## config.mk

```make
export PLATFORM = sky130hd
export DESIGN_NAME = alu
export DESIGN_NICKNAME = d
export VERILOG_FILES = /design/src/rtl/alu.sv
export SDC_FILE = /design/constraint.sdc
export NUM_CORES = 1
export LEC_CHECK = 0
export BUFFER_PORTS_ARGS = -buffer_cell sky130_fd_sc_hd__buf_2
export CAP_MARGIN = 20
export CORE_MARGIN = 2
export CORE_UTILIZATION = 51
export DETAILED_ROUTE_END_ITERATION = 8
export PLACE_DENSITY = 0.81
export SETUP_SLACK_MARGIN = 0.2
export SLEW_MARGIN = 40
export SYNTH_ARGS = -nofsm -noshare
export SYNTH_HDL_FRONTEND = slang
export SYNTH_SLANG_ARGS = --single-unit
export TNS_END_PERCENT = 100
```

## constraint.sdc

```tcl
create_clock -name clk -period 1.8 [get_ports clk]
set_clock_uncertainty 0.15 [all_clocks]
set_input_delay 0.36 -clock clk [delete_from_list [all_inputs] [get_ports clk]]
set_output_delay 0.36 -clock clk [all_outputs]
set_load 0.02 [all_outputs]
```

## src/rtl/alu.sv

```systemverilog
// Accumulator-style ALU for the VeriRISC-class datapath. The opcode type lives
// in package typedefs. The result is registered on the falling edge of clk.
package typedefs;

  typedef enum logic [2:0] {
    HLT = 3'd0,
    SKZ = 3'd1,
    ADD = 3'd2,
    AND = 3'd3,
    XOR = 3'd4,
    LDA = 3'd5,
    STO = 3'd6,
    JMP = 3'd7
  } opcode_t;

endpackage

module alu
  import typedefs::*;
#(
  parameter int unsigned WIDTH = 8
) (
  input  logic             clk,
  input  logic             rst_n,
  input  logic [WIDTH-1:0] accum,
  input  logic [WIDTH-1:0] data,
  input  opcode_t          opcode,
  output logic [WIDTH-1:0] out,
  output logic             zero
);

  logic [WIDTH-1:0] out_d;
  logic [WIDTH-1:0] out_q;

  // The default branch also covers X/Z on opcode, giving the accumulator through
  always_comb begin
    out_d = accum;
    case (opcode)
      ADD:     out_d = data + accum;
      AND:     out_d = data & accum;
      XOR:     out_d = data ^ accum;
      LDA:     out_d = data;
      default: out_d = accum;
    endcase
  end

  always_ff @(negedge clk or negedge rst_n) begin
    if (!rst_n) out_q <= '0;
    else        out_q <= out_d;
  end

  assign out  = out_q;
  assign zero = (accum == '0);

endmodule

```

==> impl_metrics.tcl, run 1 <==
set metrics [dict create \
    synth-edff-count 0 \
    synth_top_area_share_pct 22.1 \
    core-area_um2 1690 \
    syn_area_um2 905 \
    wire_per_inst_um 23.2 \
    cp.required_ns 0.87 \
    seq_area_frac_synth_pct 22.1 \
    p_per_area_nw_per_um2 554 \
    gp_congestion 0.859 \
    yosys-top-cells-area "dfrtn_1, ha_1, mux2i_1" \
    endpoint "out[2]$_DFF_NN0_" \
    final_nets 206 \
    die_x_um 46.1 \
    synthTopCellsByCount "nand2_1, o21ai_0, a21oi_1, nor2_1" \
    end_kind "flop" \
    synth_xor_area_share_pct 4.84 \
    rsz0062_at_grt "true" \
    drive_gt1_share_pct 50.0 \
    grt_pass1_wl_um 5730 \
    synth_top_family_by_area "compound AO/OA/AOI/OAI gates" \
    violations "design-rule violations, negative setup slack" \
    cts_buffers 3 \
    vias 1332 \
    hold_violations 0 \
    drt-pass1-iter-count 7 \
    n_antenna_cell 0 \
    die_h_um 46.1 \
    p_leak_nw 0.719 \
    critical_path.startpoint_type "input port" \
    io_buffers 29 \
    finalMaxSlewViolations 0 \
    design_area_um2 1560 \
    ant_nets 0 \
    status "finished, violations left" \
    synth_fp_nets 148 \
    fp.dieArea_um2 2130 \
    remaining_drc_errors 2 \
    grt_pass1_vias 1207 \
    synth-simple-area-share_pct 19.9 \
    synthArstFlopShare_pct 100 \
    cts_sinks 8 \
    maxSlewHeadroom_pct 81.4 \
    wl_met3_um 545 \
    cts.htree.levels 1 \
    ys.flop_type "dfrtn_1" \
    drtIter0Drc 73 \
    cp_max_fo 3 \
    area_growth_pct 72.3 \
    power.total_mw 0.863 \
    worstSetupStartpoint "accum[0]" \
    start_util_pct 53.6 \
    whs_ns 0.545 \
    grt_remaining_overflow 0 \
    antenna_found_initial 0 \
    track_usage_pct 38.7 \
    viasPerCell 6.97 \
    synth_largest_area_cell "dfrtn_1" \
    cts.reportedPaths.clkPinSlew_ns 0.06 \
    synth_adder_area_share_pct 13.3 \
    worst_pin_slew_ns 0.276 \
    cts_root_buffer "clkbuf_4" \
    synth_warnings 0 \
    maxCapViolCount 0 \
    tns_ns -9.41 \
    drt_wl_total_um 4430 \
    wl_met2_um 2000 \
    grt_max_degree 17 \
    yosysUniqueCellTypes 29 \
    placed_cell_area_um2 1320 \
    io_pins 30 \
    ir_drop_v 0.000340 \
    fillers 59 \
    tritoncts "built" \
    synth_area_per_cell_um2 7.67 \
    dp_hpwl_um 2270 \
    placementRows 15 \
    syn_inst 118 \
    timing.final.ws_setup_ns -0.941 \
    wl_met1_um 1550 \
    hold_path.class "input port to asynchronous set/reset pin" \
    setup_viol 17 \
    synth_compound_area_share_pct 27.2 \
    top_layer "met4" \
    cts_hold_buf 0 \
    largest_reg_flops 8 \
    arrival_ns 1.81 \
    path_class "input port to flop" \
    muxShareOfSynthArea_pct 8.85 \
    clock_path_buffers 2 \
    ys_seq_elements 8 \
]
-- what timing repair did --
action	4_1_cts	5_1_grt
buffers inserted	2	3
resized for setup	34	19
endpoints found under the setup margin	17	17
pin swaps	11	14
-- area by class of cell --
cell class | instances | area (µm²) | area share [%]
clock buffers | 3 | 22.5 | 1.44
multi-input cells | 103 | 796 | 51.0
flip-flops and latches | 8 | 200 | 12.8
well taps | 17 | 21.3 | 1.36
repair buffers | 60 | 519 | 33.3
-- worst max-delay path, cell delays in order --
cell      delay (ns)
buf_8           0.10
ha_4            0.18
fa_2            0.38
buf_4           0.17
xnor2_2         0.17
o21ai_1         0.09
a211oi_1        0.25
a21oi_1         0.10
-- routing by layer --
layer  GRT usage [%]  vias up
met5               0        -
met4            21.1        0
met3            12.5       42
met2            63.1      142
met1            44.2      605
li1                -      543
-- how the worst min path moves through the flow --
stage                     startpoint               end  cells after the start
after detailed placement       rst_n  out[5]$_DFF_NN0_                      1
after global routing           rst_n  out[4]$_DFF_NN0_                      1
after CTS                      rst_n  out[5]$_DFF_NN0_                      1
after global placement         rst_n  out[3]$_DFF_NN0_                      1
final                          rst_n  out[4]$_DFF_NN0_                      1
after floorplan                rst_n  out[0]$_DFF_NN0_                      0
-- per-stage QoR --
| step | util, % | std cells | setup WS, ns |
|---|---|---|---|
| after floorplan | - | 118 | -0.898 |
| after global placement | 77.9 | 183 | -1.09 |
| after detailed placement | 77.9 | 183 | -1.12 |
| after CTS | 87.3 | 188 | -0.799 |
| after global routing | 92.3 | 191 | -1.01 |
| final | 92.3 | 191 | -0.941 |
-- cell families (layout without fill, tap and decap cells) --
group	count (synthesis)	count (layout)
adders and majority gates	9	9
AOI/OAI and AO/OA	41	41
muxes	8	8
and+or+nand+nor	40	40
buffers and inverters	7	63
DFF	8	8
xor gates and xnor gates	5	5
-- layout by cell type, fill, tap and decap left out, types with 2 or more instances in the layout --
cell and n:
nor2b_1 2, buf_6 17, ha_4 3, buf_8 3, a21oi_2 4, nor3_1 2, nand3_1 2, nor2_1 11
nand2_1 14, mux2i_1 7, or4_4 2, buf_2 12, clkbuf_4 3, nand2_2 2, o21bai_1 2, nand2b_1 2
a31oi_1 2, o21ai_1 8, buf_4 27, a21oi_1 7, o21ai_2 2, o21ai_0 7, ha_1 5, dfrtn_1 8
xor2_1 3
-- where the power goes --
part	leakage [nW]	switching [mW]	internal [mW]
Sequential	0.0968	0.0117	0.203
Clock	0.0138	0.0801	0.0771
Combinational	0.608	0.253	0.239
Total	0.719	0.344	0.519
Power figures use the tool's default switching activity.
==> inputs of run 2 (changes only) <==
--- a/config.mk
+++ b/config.mk
@@ -7,10 +7,9 @@
 export LEC_CHECK = 0
 export BUFFER_PORTS_ARGS = -buffer_cell sky130_fd_sc_hd__buf_2
 export CAP_MARGIN = 20
-export CORE_MARGIN = 2
-export CORE_UTILIZATION = 51
+export CORE_UTILIZATION = 50
 export DETAILED_ROUTE_END_ITERATION = 8
-export PLACE_DENSITY = 0.81
+export PLACE_DENSITY = 0.79
 export SETUP_SLACK_MARGIN = 0.2
 export SLEW_MARGIN = 40
 export SYNTH_ARGS = -nofsm -noshare
==> constraint.sdc (replaced) <==
create_clock -name clk -period 2.93 [get_ports clk]
set_clock_uncertainty 0.15 [all_clocks]
set_input_delay 0.586 -clock clk [delete_from_list [all_inputs] [get_ports clk]]
set_output_delay 0.586 -clock clk [all_outputs]
set_load 0.02 [all_outputs]
==> run 2 against run 1 <==
Effect of this change:
- non-clock buffer count is 7 lower
- wire length is 30% lower
- sequential share of layout area is 0.89 points higher
- clock power is 46% lower
- die area is 6.7% lower
- critical path depth stayed put
- power is 44% lower
- highest routed layer unchanged
- worst setup slack better by 0.35 ns
- first-iteration DRC count is 60% lower
- core utilization is 6.9 points lower
- hold slack better by 0.80 ns
- the flow finishes with violations (negative setup slack)
==> impl_metrics.tcl, run 2 (same netlist as run 1, synthesis figures left out) <==
set metrics [dict create \
    cp_max_fo 3 \
    crit_buf_inv 1 \
    antenna_found_initial 0 \
    cp_slowest_cell "fa_2" \
    drtIter0Drc 29 \
    cts_buffers 3 \
    ir_drop_v 0.000202 \
    n_antenna_cell 0 \
    finalMaxSlewViolations 0 \
    vias 1136 \
    final_cells 192 \
    io_buffers 29 \
    final_common_cell "buf_4" \
    critical_path.startpoint_type "input port" \
    slowest_delay_ns 0.38 \
    dp.cells 185 \
    clock_path_buffers 2 \
    hold_path.class "input port to asynchronous set/reset pin" \
    p_per_area_nw_per_um2 332 \
    drt-pass1-iter-count 4 \
    rsz0062_at_grt "true" \
    largest_reg_flops 8 \
    cts.htree.levels 1 \
    worst_pin_slew_ns 0.308 \
    start_util_pct 53.0 \
    p_leak_nw 0.669 \
    viasPerCell 5.92 \
    tritoncts "built" \
    drive_gt1_share_pct 43.7 \
    tns_ns -3.44 \
    io_pins 30 \
    cp.required_ns 1.42 \
    cts_root_buffer "clkbuf_4" \
    maxSlewHeadroom_pct 79.5 \
    maxCapViolCount 0 \
    grt_max_degree 32 \
    setup_viol 15 \
    violations "negative setup slack" \
    grt_remaining_overflow 0 \
    timing.final.ws_setup_ns -0.588 \
    track_usage_pct 30.0 \
    power.total_mw 0.485 \
    grt_pass1_wl_um 4400 \
    final_nets 199 \
    hold_violations 0 \
    dp_hpwl_um 1960 \
    die_h_um 44.5 \
    fp.dieArea_um2 1980 \
    gp_congestion 0.893 \
    core-area_um2 1710 \
    crit_chain "buf_8 -> ha_4 -> fa_2 -> a211oi_2 -> o21bai_1 -> a21oi_1 -> xor2_1 -> o21ai_1" \
    wire_per_inst_um 16.1 \
    status "finished, violations left" \
    path_delay_family "compound AO/OA/AOI/OAI gates" \
    fin_util_pct 85.3 \
    placementRows 15 \
    cts.reportedPaths.clkPinSlew_ns 0.04 \
    ant_nets 0 \
    end_kind "flop" \
    remaining_drc_errors 0 \
    arrival_ns 2.01 \
    cts_sinks 8 \
    grt_pass1_vias 1016 \
    die_x_um 44.5 \
    area_growth_pct 61.1 \
    path_class "input port to flop" \
    drt_wl_total_um 3100 \
    final_cell_mix "buf_4, nand2_1, buf_2" \
    cts_hold_buf 0 \
]
## run 2: where the power goes
| part | switching (mW) | internal [mW] | leakage (nW) |
|---|---|---|---|
| sequential | 0.00593 | 0.125 | 0.0968 |
| clock | 0.0382 | 0.0469 | 0.0138 |
| combinational | 0.133 | 0.135 | 0.559 |
| total | 0.177 | 0.307 | 0.669 |
## run 2: what timing repair did
item                                    CTS  global route
gates resized for setup                  19            18
buffers inserted                          2             2
endpoints found under the setup margin   16            16
pin swaps                                11            22
## run 2: per-layer routing
metal / vias to the layer above / track usage (%) / part of all wire (%)
li1: 527 / - / -
met1: 526 / 37.2 / 38
met2: 68 / 52.4 / 51
met3: 15 / 3.27 / 6.1
met4: 0 / 12.1 / 4.4
met5: - / 0 / 0
## run 2: worst max path at each step
stage	end	depth (start not counted)	from	slack, ns
detailed placement	out[6]$_DFF_NN0_	8	accum[0]	-0.80
finish	out[6]$_DFF_NN0_	8	data[0]	-0.59
CTS	out[6]$_DFF_NN0_	8	data[0]	-0.51
floorplan	out[6]$_DFF_NN0_	7	accum[0]	-0.56
global placement	out[6]$_DFF_NN0_	8	accum[0]	-0.76
global route	out[6]$_DFF_NN0_	8	data[0]	-0.64
## run 2: layout make-up
class,instances,area [µm²]
tap,25,31.3
clock buffer,3,22.5
sequential,8,200
multi-input combinational,103,777
fill,91,250
timing repair buffer,53,427
## run 2: per-stage QoR
stage / hold WS (ns) / area [µm²] / worst slack [ns]
floorplan: 1.18 / 972 / -0.559
global placement: 1.43 / 1270 / -0.755
detailed placement: 1.43 / 1270 / -0.797
CTS: 1.35 / 1370 / -0.513
global route: 1.37 / 1460 / -0.640
finish: 1.35 / 1460 / -0.588
==> inputs of run 3 (changes only) <==
==> constraint.sdc (replaced) <==
create_clock -name clk -period 2.93 [get_ports clk]
set_clock_uncertainty 0.15 [all_clocks]
set_input_delay 0.879 -clock clk [delete_from_list [all_inputs] [get_ports clk]]
set_output_delay 0.879 -clock clk [all_outputs]
set_load 0.02 [all_outputs]
==> run 3 against run 2 <==
Effect of this change:
- die area is the same
- flip-flop and latch count unchanged
- sequential share of layout area shrank 0.50 points
- the flow still finishes with violations (negative setup slack)
- critical path depth did not move
- clock power is 4.6% lower
- combinational power increased by 5%
- power rose by 1.9%
- clock-buffer cell count unchanged
==> impl_metrics.tcl, run 3 (same netlist as run 1, synthesis figures left out) <==
set metrics [dict create \
    area_growth_pct 67.2 \
    fin_util_pct 88.6 \
    timing.final.ws_setup_ns -0.872 \
    cts_root_buffer "clkbuf_4" \
    fp.dieArea_um2 1980 \
    multi_input_area_um2 802 \
    vias 1191 \
    setup_viol 16 \
    maxCapViolCount 0 \
    maxSlewHeadroom_pct 82.1 \
    die_x_um 44.5 \
    drive_gt1_share_pct 46.1 \
    worstSetupStartpoint "accum[0]" \
    wire_per_inst_um 17.5 \
    cts_buffers 3 \
    clock_path_buffers 2 \
    grt_max_degree 32 \
    tns_ns -8.29 \
    end_kind "flop" \
    pwr-share-clk_pct 16.5 \
    violations "negative setup slack" \
    antenna_found_initial 0 \
    rsz0062_at_grt "true" \
    drt_wl_total_um 3360 \
    seq_area_um2 200 \
    critical_path.startpoint_type "input port" \
    power.total_mw 0.494 \
    final_common_cell "buf_4" \
    cts.reportedPaths.clkPinSlew_ns 0.04 \
    final_cells 192 \
    final_nets 199 \
    grt_pass1_vias 1040 \
    p_int_mw 0.313 \
    final_cell_mix "buf_4, buf_6, nand2_1" \
    remaining_drc_errors 0 \
    cp.required_ns 1.39 \
    n_antenna_cell 0 \
    placementRows 15 \
    viasPerCell 6.20 \
    cts_hold_buf 0 \
    io_buffers 29 \
    grt_remaining_overflow 0 \
    p_sw_mw 0.181 \
    worst_pin_slew_ns 0.267 \
    drtIter0Drc 39 \
    tritoncts "built" \
    ir_drop_v 0.000210 \
    grt_pass1_wl_um 4560 \
    track_usage_pct 31.1 \
    arrival_ns 2.27 \
    dp_hpwl_um 1960 \
    swShare_pct 36.6 \
    largest_reg_flops 8 \
    cts_sinks 8 \
    gp_congestion 0.893 \
    design_area_um2 1510 \
    placed_cell_area_um2 1270 \
    hold_violations 0 \
    ant_nets 0 \
    p_seq_share_pct 26.6 \
    fillers 76 \
    whs_ns 1.65 \
    p_per_area_nw_per_um2 326 \
    drt-pass1-iter-count 4 \
    hold_path.class "input port to asynchronous set/reset pin" \
    p_leak_nw 0.680 \
    cp_max_fo 3 \
    start_util_pct 53.0 \
    core-area_um2 1710 \
    finalMaxSlewViolations 0 \
    status "finished, violations left" \
    die_h_um 44.5 \
    dp.cells 185 \
    io_pins 30 \
    p_comb_share_pct 57.0 \
    path_class "input port to flop" \
    pre_cts_ws_ns -1.09 \
    cts.htree.levels 1 \
]
-- run 3: cell counts in the layout (fill, tap and decap cells not counted) --
Identical to the previous run, type by type.
-- run 3: layout make-up --
| type | instances | area share [%] |
|---|---|---|
| multi-input cells | 103 | 53.0 |
| repair buffers | 53 | 30.2 |
| flip-flops and latches | 8 | 13.2 |
| well taps | 25 | 2.07 |
| clock buffers | 3 | 1.49 |
-- run 3: worst paths after layout --
path                       slack [ns]  depth (start not counted)                to
setup / recovery                -0.87                          8  out[6]$_DFF_NN0_
hold / removal                   1.65                          1  out[5]$_DFF_NN0_
max in group asynchronous        0.79                          1  out[2]$_DFF_NN0_
min in group clk                 2.01                          4              zero
-- run 3: power groups by stage --
stage	logic, mW	registers, mW	clock network, mW
4_1_cts	0.237	0.131	0.0832
5_1_grt	0.301	0.132	0.0842
6_report	0.281	0.131	0.0812
2_1_floorplan	0.115	0.147	0
3_3_place_gp	0.205	0.129	0
3_5_place_dp	0.215	0.129	0
-- run 3: what timing repair did --
| item | 4_1_cts | 5_1_grt |
|---|---|---|
| setup endpoints to repair | 17 | 17 |
| hold endpoints to repair | 0 | 0 |
| setup buffers | 2 | 2 |
| cloned | 0 | 0 |
| resized for setup | 24 | 27 |
| pin swaps | 13 | 24 |
-- run 3: layer usage --
metal	global-route usage, %	part of all wire (%)	vias to the layer above
met1	38.5	35	553
li1	-	-	530
met3	2.04	7.5	24
met4	13.3	6.3	0
met2	55.0	51	84
met5	0	0	-
-- run 3: critical path, stage by stage --
cell	delay, ns
buf_6	0.10
ha_4	0.17
fa_2	0.36
a211oi_2	0.18
o21bai_1	0.08
a21oi_1	0.16
xor2_1	0.19
o21ai_1	0.12
